==> config.mk <==
export PLATFORM = sky130hd
export DESIGN_NAME = mm6_mac_sequencer_flat
export DESIGN_NICKNAME = d
export VERILOG_FILES = /design/src/rtl/mm6_mac_sequencer_pkg.sv /design/src/rtl/mm6_mac_sequencer_if.sv /design/src/rtl/mm6_sat_acc.sv /design/src/rtl/mm6_mac_sequencer.sv /design/src/flat_wrapper.sv
export SDC_FILE = /design/constraint.sdc
export NUM_CORES = 1
export LEC_CHECK = 0
export BUFFER_PORTS_ARGS = -buffer_cell sky130_fd_sc_hd__buf_4
export CAP_MARGIN = 20
export CORE_ASPECT_RATIO = 2
export CORE_UTILIZATION = 45
export CTS_CLUSTER_SIZE = 16
export DETAILED_ROUTE_END_ITERATION = 6
export PLACE_DENSITY = 0.68
export SLEW_MARGIN = 20
export SYNTH_ARGS = -nofsm -noshare
export SYNTH_HDL_FRONTEND = slang
export SYNTH_SLANG_ARGS = --single-unit
==> constraint.sdc <==
create_clock -name clk -period 2.79 [get_ports clk]
set_input_delay 0.279 -clock clk [delete_from_list [all_inputs] [get_ports clk]]
set_output_delay 0.279 -clock clk [all_outputs]
set_load 0.1 [all_outputs]
==> src/rtl/mm6_mac_sequencer_pkg.sv <==
// Shared encodings for the MAC sequencer: multiplier mode codes, FSM states
// and the fixed operand/product widths of the shared multiplier.
package mm6_mac_sequencer_pkg;

  typedef enum logic [1:0] {
    CT_ILLEGAL = 2'b00,
    M3x3       = 2'b01,
    M6x3       = 2'b10,
    M6x6       = 2'b11
  } convtype_e;

  typedef enum logic [1:0] {
    IDLE,
    RUN,
    DRAIN,
    DONE
  } state_e;

  localparam int OPND_W  = 6;
  localparam int MUL_P_W = 14;

endpackage

==> src/rtl/mm6_mac_sequencer_if.sv <==
// Bundle of descriptor, operand, multiplier and result signals of the MAC sequencer.
// slave is the sequencer's view; master is the environment (source, sink, multiplier).
interface mm6_mac_sequencer_if
  import mm6_mac_sequencer_pkg::*;
#(
  parameter int ACC_W = 24,
  parameter int LEN_W = 8
);

  logic                     cfg_valid;
  logic                     cfg_ready;
  logic [1:0]               cfg_convtype;
  logic [LEN_W-1:0]         cfg_len;

  logic                     in_valid;
  logic                     in_ready;
  logic [OPND_W-1:0]        in_d;
  logic [OPND_W-1:0]        in_w1;
  logic [OPND_W-1:0]        in_w2;

  logic [OPND_W-1:0]        mul_d;
  logic [OPND_W-1:0]        mul_w1;
  logic [OPND_W-1:0]        mul_w2;
  logic [1:0]               mul_convtype;
  logic [MUL_P_W-1:0]       mul_p;

  logic                     out_valid;
  logic                     out_ready;
  logic signed [ACC_W-1:0]  out_acc;
  logic                     out_ovf;
  logic                     out_err;
  logic                     busy;

  modport slave (
    input  cfg_valid, cfg_convtype, cfg_len,
    input  in_valid, in_d, in_w1, in_w2,
    input  mul_p, out_ready,
    output cfg_ready, in_ready,
    output mul_d, mul_w1, mul_w2, mul_convtype,
    output out_valid, out_acc, out_ovf, out_err, busy
  );

  modport master (
    output cfg_valid, cfg_convtype, cfg_len,
    output in_valid, in_d, in_w1, in_w2,
    output mul_p, out_ready,
    input  cfg_ready, in_ready,
    input  mul_d, mul_w1, mul_w2, mul_convtype,
    input  out_valid, out_acc, out_ovf, out_err, busy
  );

endinterface

==> src/rtl/mm6_sat_acc.sv <==
// Signed saturating accumulator with a sticky overflow flag; clear wins over enable.
module mm6_sat_acc #(
  parameter int ACC_W = 24,
  parameter int ADD_W = 14
) (
  input  logic                    clk,
  input  logic                    rst,
  input  logic                    clear,
  input  logic                    enable,
  input  logic signed [ADD_W-1:0] addend,
  output logic signed [ACC_W-1:0] acc,
  output logic                    ovf
);

  logic [ACC_W:0] sum;
  logic           pos_sat;
  logic           neg_sat;

  // One guard bit: the top two sum bits disagree exactly when the true sum left the ACC_W range.
  assign sum     = {acc[ACC_W-1], acc} + {{(ACC_W+1-ADD_W){addend[ADD_W-1]}}, addend};
  assign pos_sat = (sum[ACC_W -: 2] == 2'b01);
  assign neg_sat = (sum[ACC_W -: 2] == 2'b10);

  // NOTE: state registers use non-blocking assignments so every flop samples pre-edge values.
  always_ff @(posedge clk or posedge rst) begin
    if (rst) begin
      acc <= '0;
      ovf <= 1'b0;
    end else if (clear) begin
      acc <= '0;
      ovf <= 1'b0;
    end else if (enable) begin
      if (pos_sat)      acc <= {1'b0, {(ACC_W-1){1'b1}}};
      else if (neg_sat) acc <= {1'b1, {(ACC_W-1){1'b0}}};
      else              acc <= sum[ACC_W-1:0];
      ovf <= ovf | pos_sat | neg_sat;
    end
  end

endmodule

==> src/rtl/mm6_mac_sequencer.sv <==
// Job sequencer for a shared 6-bit multiplier: issues operand beats, accumulates
// products two edges later with saturation, and hands back one result per job.
module mm6_mac_sequencer
  import mm6_mac_sequencer_pkg::*;
#(
  parameter int ACC_W = 24,
  parameter int LEN_W = 8
) (
  input  logic                clk,
  input  logic                rst,
  mm6_mac_sequencer_if.slave  bus
);

  state_e             state;
  state_e             state_nxt;
  logic [LEN_W-1:0]   len_q;
  logic [LEN_W-1:0]   issue_cnt;
  logic [LEN_W-1:0]   retire_cnt;
  logic               v1;
  logic               v2;
  logic               err_q;
  logic [OPND_W-1:0]  mul_d_q;
  logic [OPND_W-1:0]  mul_w1_q;
  logic [OPND_W-1:0]  mul_w2_q;
  logic [1:0]         mul_ct_q;

  logic               accept;
  logic               issue;
  logic               last_issue;
  logic               last_retire;

  assign accept      = bus.cfg_valid && (state == IDLE);
  assign issue       = bus.in_valid && (state == RUN);
  assign last_issue  = issue && (issue_cnt == len_q - LEN_W'(1));
  assign last_retire = v2 && (retire_cnt == len_q - LEN_W'(1));

  // NOTE: next state is given a default before the case so no path leaves it unassigned (no latch).
  always_comb begin
    state_nxt = state;
    case (state)
      IDLE:  if (accept) begin
               if (bus.cfg_convtype == CT_ILLEGAL || bus.cfg_len == '0) state_nxt = DONE;
               else                                                      state_nxt = RUN;
             end
      RUN:   if (last_issue)    state_nxt = DRAIN;
      DRAIN: if (last_retire)   state_nxt = DONE;
      DONE:  if (bus.out_ready) state_nxt = IDLE;
    endcase
  end

  always_ff @(posedge clk or posedge rst) begin
    if (rst) begin
      state      <= IDLE;
      len_q      <= '0;
      issue_cnt  <= '0;
      retire_cnt <= '0;
      v1         <= 1'b0;
      v2         <= 1'b0;
      err_q      <= 1'b0;
      mul_d_q    <= '0;
      mul_w1_q   <= '0;
      mul_w2_q   <= '0;
      mul_ct_q   <= '0;
    end else begin
      state <= state_nxt;
      v1    <= issue;
      v2    <= v1;
      if (accept) begin
        len_q      <= bus.cfg_len;
        mul_ct_q   <= bus.cfg_convtype;
        err_q      <= (bus.cfg_convtype == CT_ILLEGAL);
        issue_cnt  <= '0;
        retire_cnt <= '0;
      end else begin
        if (issue) issue_cnt  <= issue_cnt + LEN_W'(1);
        if (v2)    retire_cnt <= retire_cnt + LEN_W'(1);
      end
      if (issue) begin
        mul_d_q  <= bus.in_d;
        mul_w1_q <= bus.in_w1;
        mul_w2_q <= bus.in_w2;
      end
    end
  end

  // v2 marks the edge on which the multiplier's registered product belongs to an issued beat.
  mm6_sat_acc #(
    .ACC_W (ACC_W),
    .ADD_W (MUL_P_W)
  ) u_acc (
    .clk    (clk),
    .rst    (rst),
    .clear  (accept),
    .enable (v2),
    .addend ($signed(bus.mul_p)),
    .acc    (bus.out_acc),
    .ovf    (bus.out_ovf)
  );

  assign bus.cfg_ready    = (state == IDLE);
  assign bus.in_ready     = (state == RUN);
  assign bus.out_valid    = (state == DONE);
  assign bus.busy         = (state != IDLE);
  assign bus.out_err      = err_q;
  assign bus.mul_d        = mul_d_q;
  assign bus.mul_w1       = mul_w1_q;
  assign bus.mul_w2       = mul_w2_q;
  assign bus.mul_convtype = mul_ct_q;

endmodule

==> src/flat_wrapper.sv <==
// flat-port wrapper written by rule: the top's interface ports become plain ports
module mm6_mac_sequencer_flat import mm6_mac_sequencer_pkg::*;
#(
  parameter int ACC_W = 24,
  parameter int LEN_W = 8
)
  (clk, rst, bus_cfg_valid, bus_cfg_convtype, bus_cfg_len, bus_in_valid, bus_in_d, bus_in_w1, bus_in_w2, bus_mul_p, bus_out_ready, bus_cfg_ready, bus_in_ready, bus_mul_d, bus_mul_w1, bus_mul_w2, bus_mul_convtype, bus_out_valid, bus_out_acc, bus_out_ovf, bus_out_err, bus_busy);
  mm6_mac_sequencer_if #(.ACC_W(ACC_W), .LEN_W(LEN_W)) bus_i ();
  input  logic clk;
  input  logic rst;
  input wire logic [$bits(bus_i.cfg_valid)-1:0] bus_cfg_valid;
  input wire logic [$bits(bus_i.cfg_convtype)-1:0] bus_cfg_convtype;
  input wire logic [$bits(bus_i.cfg_len)-1:0] bus_cfg_len;
  input wire logic [$bits(bus_i.in_valid)-1:0] bus_in_valid;
  input wire logic [$bits(bus_i.in_d)-1:0] bus_in_d;
  input wire logic [$bits(bus_i.in_w1)-1:0] bus_in_w1;
  input wire logic [$bits(bus_i.in_w2)-1:0] bus_in_w2;
  input wire logic [$bits(bus_i.mul_p)-1:0] bus_mul_p;
  input wire logic [$bits(bus_i.out_ready)-1:0] bus_out_ready;
  output wire logic [$bits(bus_i.cfg_ready)-1:0] bus_cfg_ready;
  output wire logic [$bits(bus_i.in_ready)-1:0] bus_in_ready;
  output wire logic [$bits(bus_i.mul_d)-1:0] bus_mul_d;
  output wire logic [$bits(bus_i.mul_w1)-1:0] bus_mul_w1;
  output wire logic [$bits(bus_i.mul_w2)-1:0] bus_mul_w2;
  output wire logic [$bits(bus_i.mul_convtype)-1:0] bus_mul_convtype;
  output wire logic [$bits(bus_i.out_valid)-1:0] bus_out_valid;
  output wire logic [$bits(bus_i.out_acc)-1:0] bus_out_acc;
  output wire logic [$bits(bus_i.out_ovf)-1:0] bus_out_ovf;
  output wire logic [$bits(bus_i.out_err)-1:0] bus_out_err;
  output wire logic [$bits(bus_i.busy)-1:0] bus_busy;
  assign bus_i.cfg_valid = bus_cfg_valid;
  assign bus_i.cfg_convtype = bus_cfg_convtype;
  assign bus_i.cfg_len = bus_cfg_len;
  assign bus_i.in_valid = bus_in_valid;
  assign bus_i.in_d = bus_in_d;
  assign bus_i.in_w1 = bus_in_w1;
  assign bus_i.in_w2 = bus_in_w2;
  assign bus_i.mul_p = bus_mul_p;
  assign bus_i.out_ready = bus_out_ready;
  assign bus_cfg_ready = bus_i.cfg_ready;
  assign bus_in_ready = bus_i.in_ready;
  assign bus_mul_d = bus_i.mul_d;
  assign bus_mul_w1 = bus_i.mul_w1;
  assign bus_mul_w2 = bus_i.mul_w2;
  assign bus_mul_convtype = bus_i.mul_convtype;
  assign bus_out_valid = bus_i.out_valid;
  assign bus_out_acc = bus_i.out_acc;
  assign bus_out_ovf = bus_i.out_ovf;
  assign bus_out_err = bus_i.out_err;
  assign bus_busy = bus_i.busy;
  mm6_mac_sequencer #(.ACC_W(ACC_W), .LEN_W(LEN_W)) u_core (.clk(clk), .rst(rst), .bus(bus_i));
endmodule
==> out/metrics.cfg <==
[cts]
cts.sink_count = 74
tritoncts = built
clk-insertion-delay-late_ps = 330
worst_setup_hold_path_clk_slew_ps = 60
ctsRootBufferMaster = sky130_fd_sc_hd__clkbuf_16
cts_h_tree_lvls = 3
cts_made_buffers = 9
ctsLongestPathBuffers = 2

[grt]
number_of_global_route_vias_before_repair = 4338
antenna_found_initial = 0
largest_net_degree_at_the_start_of_global_routing = 45
grt_pass1_wl_mm = 19.55
grt_remaining_overflow = 0
track_usage_pct = 24.53

[worst_hold_path]
worst_hold_path_type = primary input to async pin

[worst_setup_path]
cp-start-kind = flop
critical_path_class = flop to flop
timing.critical_path.depth = 10
crit-reg2reg-launch = u_core.u_acc.acc[13]
critPathRequiredTime_ps = 3000
reg2reg_slack_ps = -1
reg2reg_depth = 10
cp-end-kind = flop
crit-reg2reg-capture = u_core.u_acc.acc[22]
crit_path_cell_trace = ha_4 -> a211oi_4 -> o211ai_1 -> a21oi_2 -> nand4_1 -> a211oi_2 -> buf_4 -> mux2i_4 -> and3_4 -> a221o_1
arrival_time_of_the_worst_setup_path_ps = 3000
cpLargestDelayFamily = compound AO/OA/AOI/OAI gates
path_max_fanout = 7
crit_path_top_delay_cell = sky130_fd_sc_hd__dfrtp_2
slowest_delay_ps = 440
cp.buffers_inverters = 1
crit_start = u_core.u_acc.acc[13]
cp-endpoint = u_core.u_acc.acc[22]

[synth]
syn-cell-area_um2 = 4533
yosys_warnings = 0
ys_seq_elements = 74
synth_enable_flop_cells = 0
synth_area_leader_cell = sky130_fd_sc_hd__dfrtp_1
ys_types = 53
most_common_cell_in_the_netlist = sky130_fd_sc_hd__nand2_1
synth_cells = 489
synth_flop_cell = sky130_fd_sc_hd__dfrtp_1
syn_area_per_cell_um2 = 9.270
synth_area_leaders = sky130_fd_sc_hd__dfrtp_1, sky130_fd_sc_hd__nand2_1, sky130_fd_sc_hd__ha_1
sequential_area_share_after_synthesis_pct = 40.85
synth.top_cell.area_share_pct = 40.85
async_flop_share_pct = 100.0
synthesized_nets = 568
ys_top_cells_by_count = sky130_fd_sc_hd__nand2_1, sky130_fd_sc_hd__dfrtp_1, sky130_fd_sc_hd__a21oi_1, sky130_fd_sc_hd__ha_1, sky130_fd_sc_hd__xnor2_1

[route]
detail_route.wirelength_mm = 13.08
first_iter_violations = 190
remaining_drc_errors = 0
routed_wire_length_per_instance_um = 17.67
drt.antenna.violating_nets = 0
drtPass1Iterations = 4
via_per_inst = 5.666
via_count = 4193

[timing]
final.setup_skew_ps = 7.867
final_period_utilization_pct = 100.1
worst-slew-pin-transition_ps = 750.8
achievable-frequency_mhz = 358.2
max_slew_margin_pct = 49.87
period_needed_ps = 2791
setup_viol = 1
grt_setup_unrepaired = yes
finalMaxSlewViolations = 0
final.setup.worst_slack_ps = -1.443
finalHoldViolations = 0

[final_layout]
layout-drive-gt1-share_pct = 32.24
final_core_util_pct = 61.92
layout-area-overhead-vs-synth_pct = 33.37
num_antenna_cells = 0
finalNetCount = 682

[floorplan]
effective_utilization_at_floorplan_pct = 46.43
num_rows = 51
i_o_pin_count = 97
die_height_um = 143.9
width_of_the_die_um = 72.97
fp.dieArea_um2 = 10500
core-area_um2 = 9763

[placed_design]
gp_congestion = 0.9877
hpwl_mm = 9.123
port_buffers = 96

[outcome]
result_of_the_run = finished with violations
violations = negative setup slack

[run]
maximum_capacitance_violations = 0

[per-stage QoR]
stage / hold slack (ps) / setup slack (ps) / area (µm²) / setup TNS (ps) / cells
floorplan: 331.2 / -2.518 / 4612 / -2.518 / 489
global placement: 333.1 / 76.10 / 5525 / 0 / 714
detailed placement: 349.1 / -14.36 / 5525 / -20.36 / 714
CTS: 107.8 / 56.32 / 5838 / 0 / 730
global route: 135.3 / -52.81 / 6046 / -695.2 / 740
finish: 77.18 / -1.443 / 6046 / -1.443 / 740
[area by class of cell]
| type | instances | area (µm²) |
|---|---|---|
| well taps | 132 | 165.2 |
| fillers | 849 | 3717 |
| inverters | 17 | 68.82 |
| flip-flops and latches | 74 | 1878 |
| clock buffers | 10 | 239.0 |
| repair buffers | 117 | 890.9 |
| clock inverters | 6 | 65.06 |
| multi-input cells | 384 | 2739 |
[cells by family (layout without fill, tap and decap cells)]
group,count (synthesis),after routing,share of synthesized area (%)
mux,4,4,0.9384
buf+inv,36,150,3.726
fa+ha+maj,32,32,8.998
compound gates,116,116,18.08
simple gates,172,177,16.78
xor+xnor,55,55,10.63
flops,74,74,40.85
[metal layers]
metal | share of wire [%] | up-vias | track usage (%)
met4 | 6.5 | 0 | 15.27
met5 | 0 | - | 0
met1 | 35 | 2025 | 23.56
li1 | - | 1960 | -
met3 | 4.0 | 57 | 3.296
met2 | 55 | 151 | 47.17
[flip-flops by register name, indices dropped and copies added (netlist names), 2 cells and up]
signal / flops
u_core.len_q: 8
u_core.bus.mul_w1: 6
u_core.bus.mul_w2: 6
u_core.state: 2
u_core.retire_cnt: 8
u_core.issue_cnt: 8
u_core.bus.mul_convtype: 2
u_core.u_acc.acc: 24
u_core.bus.mul_d: 6
[placed cells by master, fill, tap and decap left out, types with 6 or more instances in the layout]
master,Yosys,final
sky130_fd_sc_hd__buf_4,0,116
sky130_fd_sc_hd__nand2_1,104,104
sky130_fd_sc_hd__dfrtp_1,74,53
sky130_fd_sc_hd__a21oi_1,32,28
sky130_fd_sc_hd__xnor2_1,29,28
sky130_fd_sc_hd__xor2_1,26,26
sky130_fd_sc_hd__nor2_1,26,24
sky130_fd_sc_hd__a221o_1,22,22
sky130_fd_sc_hd__dfrtp_2,0,21
sky130_fd_sc_hd__ha_1,31,17
sky130_fd_sc_hd__inv_1,15,14
sky130_fd_sc_hd__nand4_1,13,13
sky130_fd_sc_hd__o21ai_0,14,12
sky130_fd_sc_hd__a21o_1,11,11
sky130_fd_sc_hd__clkbuf_16,0,9
sky130_fd_sc_hd__ha_2,0,8
sky130_fd_sc_hd__o211ai_1,6,6
sky130_fd_sc_hd__ha_4,0,6
[worst min-delay path by stage]
stage                           to  cells past startpoint  startpoint  slack (ps)
3_5_place_dp             u_core.v2                      0   u_core.v1         350
3_3_place_gp             u_core.v2                      0   u_core.v1         330
4_1_cts            u_core.len_q[4]                      2         rst         110
6_report       u_core.u_acc.acc[4]                      2         rst          80
2_1_floorplan            u_core.v2                      0   u_core.v1         330
5_1_grt        u_core.u_acc.acc[4]                      2         rst         140
[repair_timing]
item                                    CTS  global route
gates resized for setup                   2            29
cloned                                    0             5
endpoints found under the hold margin     0             0
pin swaps                                 0            26
endpoints found under the setup margin   22            23
setup buffers                             0             5
hold buffers                              0             0
Power is left out: the tool's default activity adds up to more than one toggle a clock period on the data nets, which glitch-free logic cannot reach.
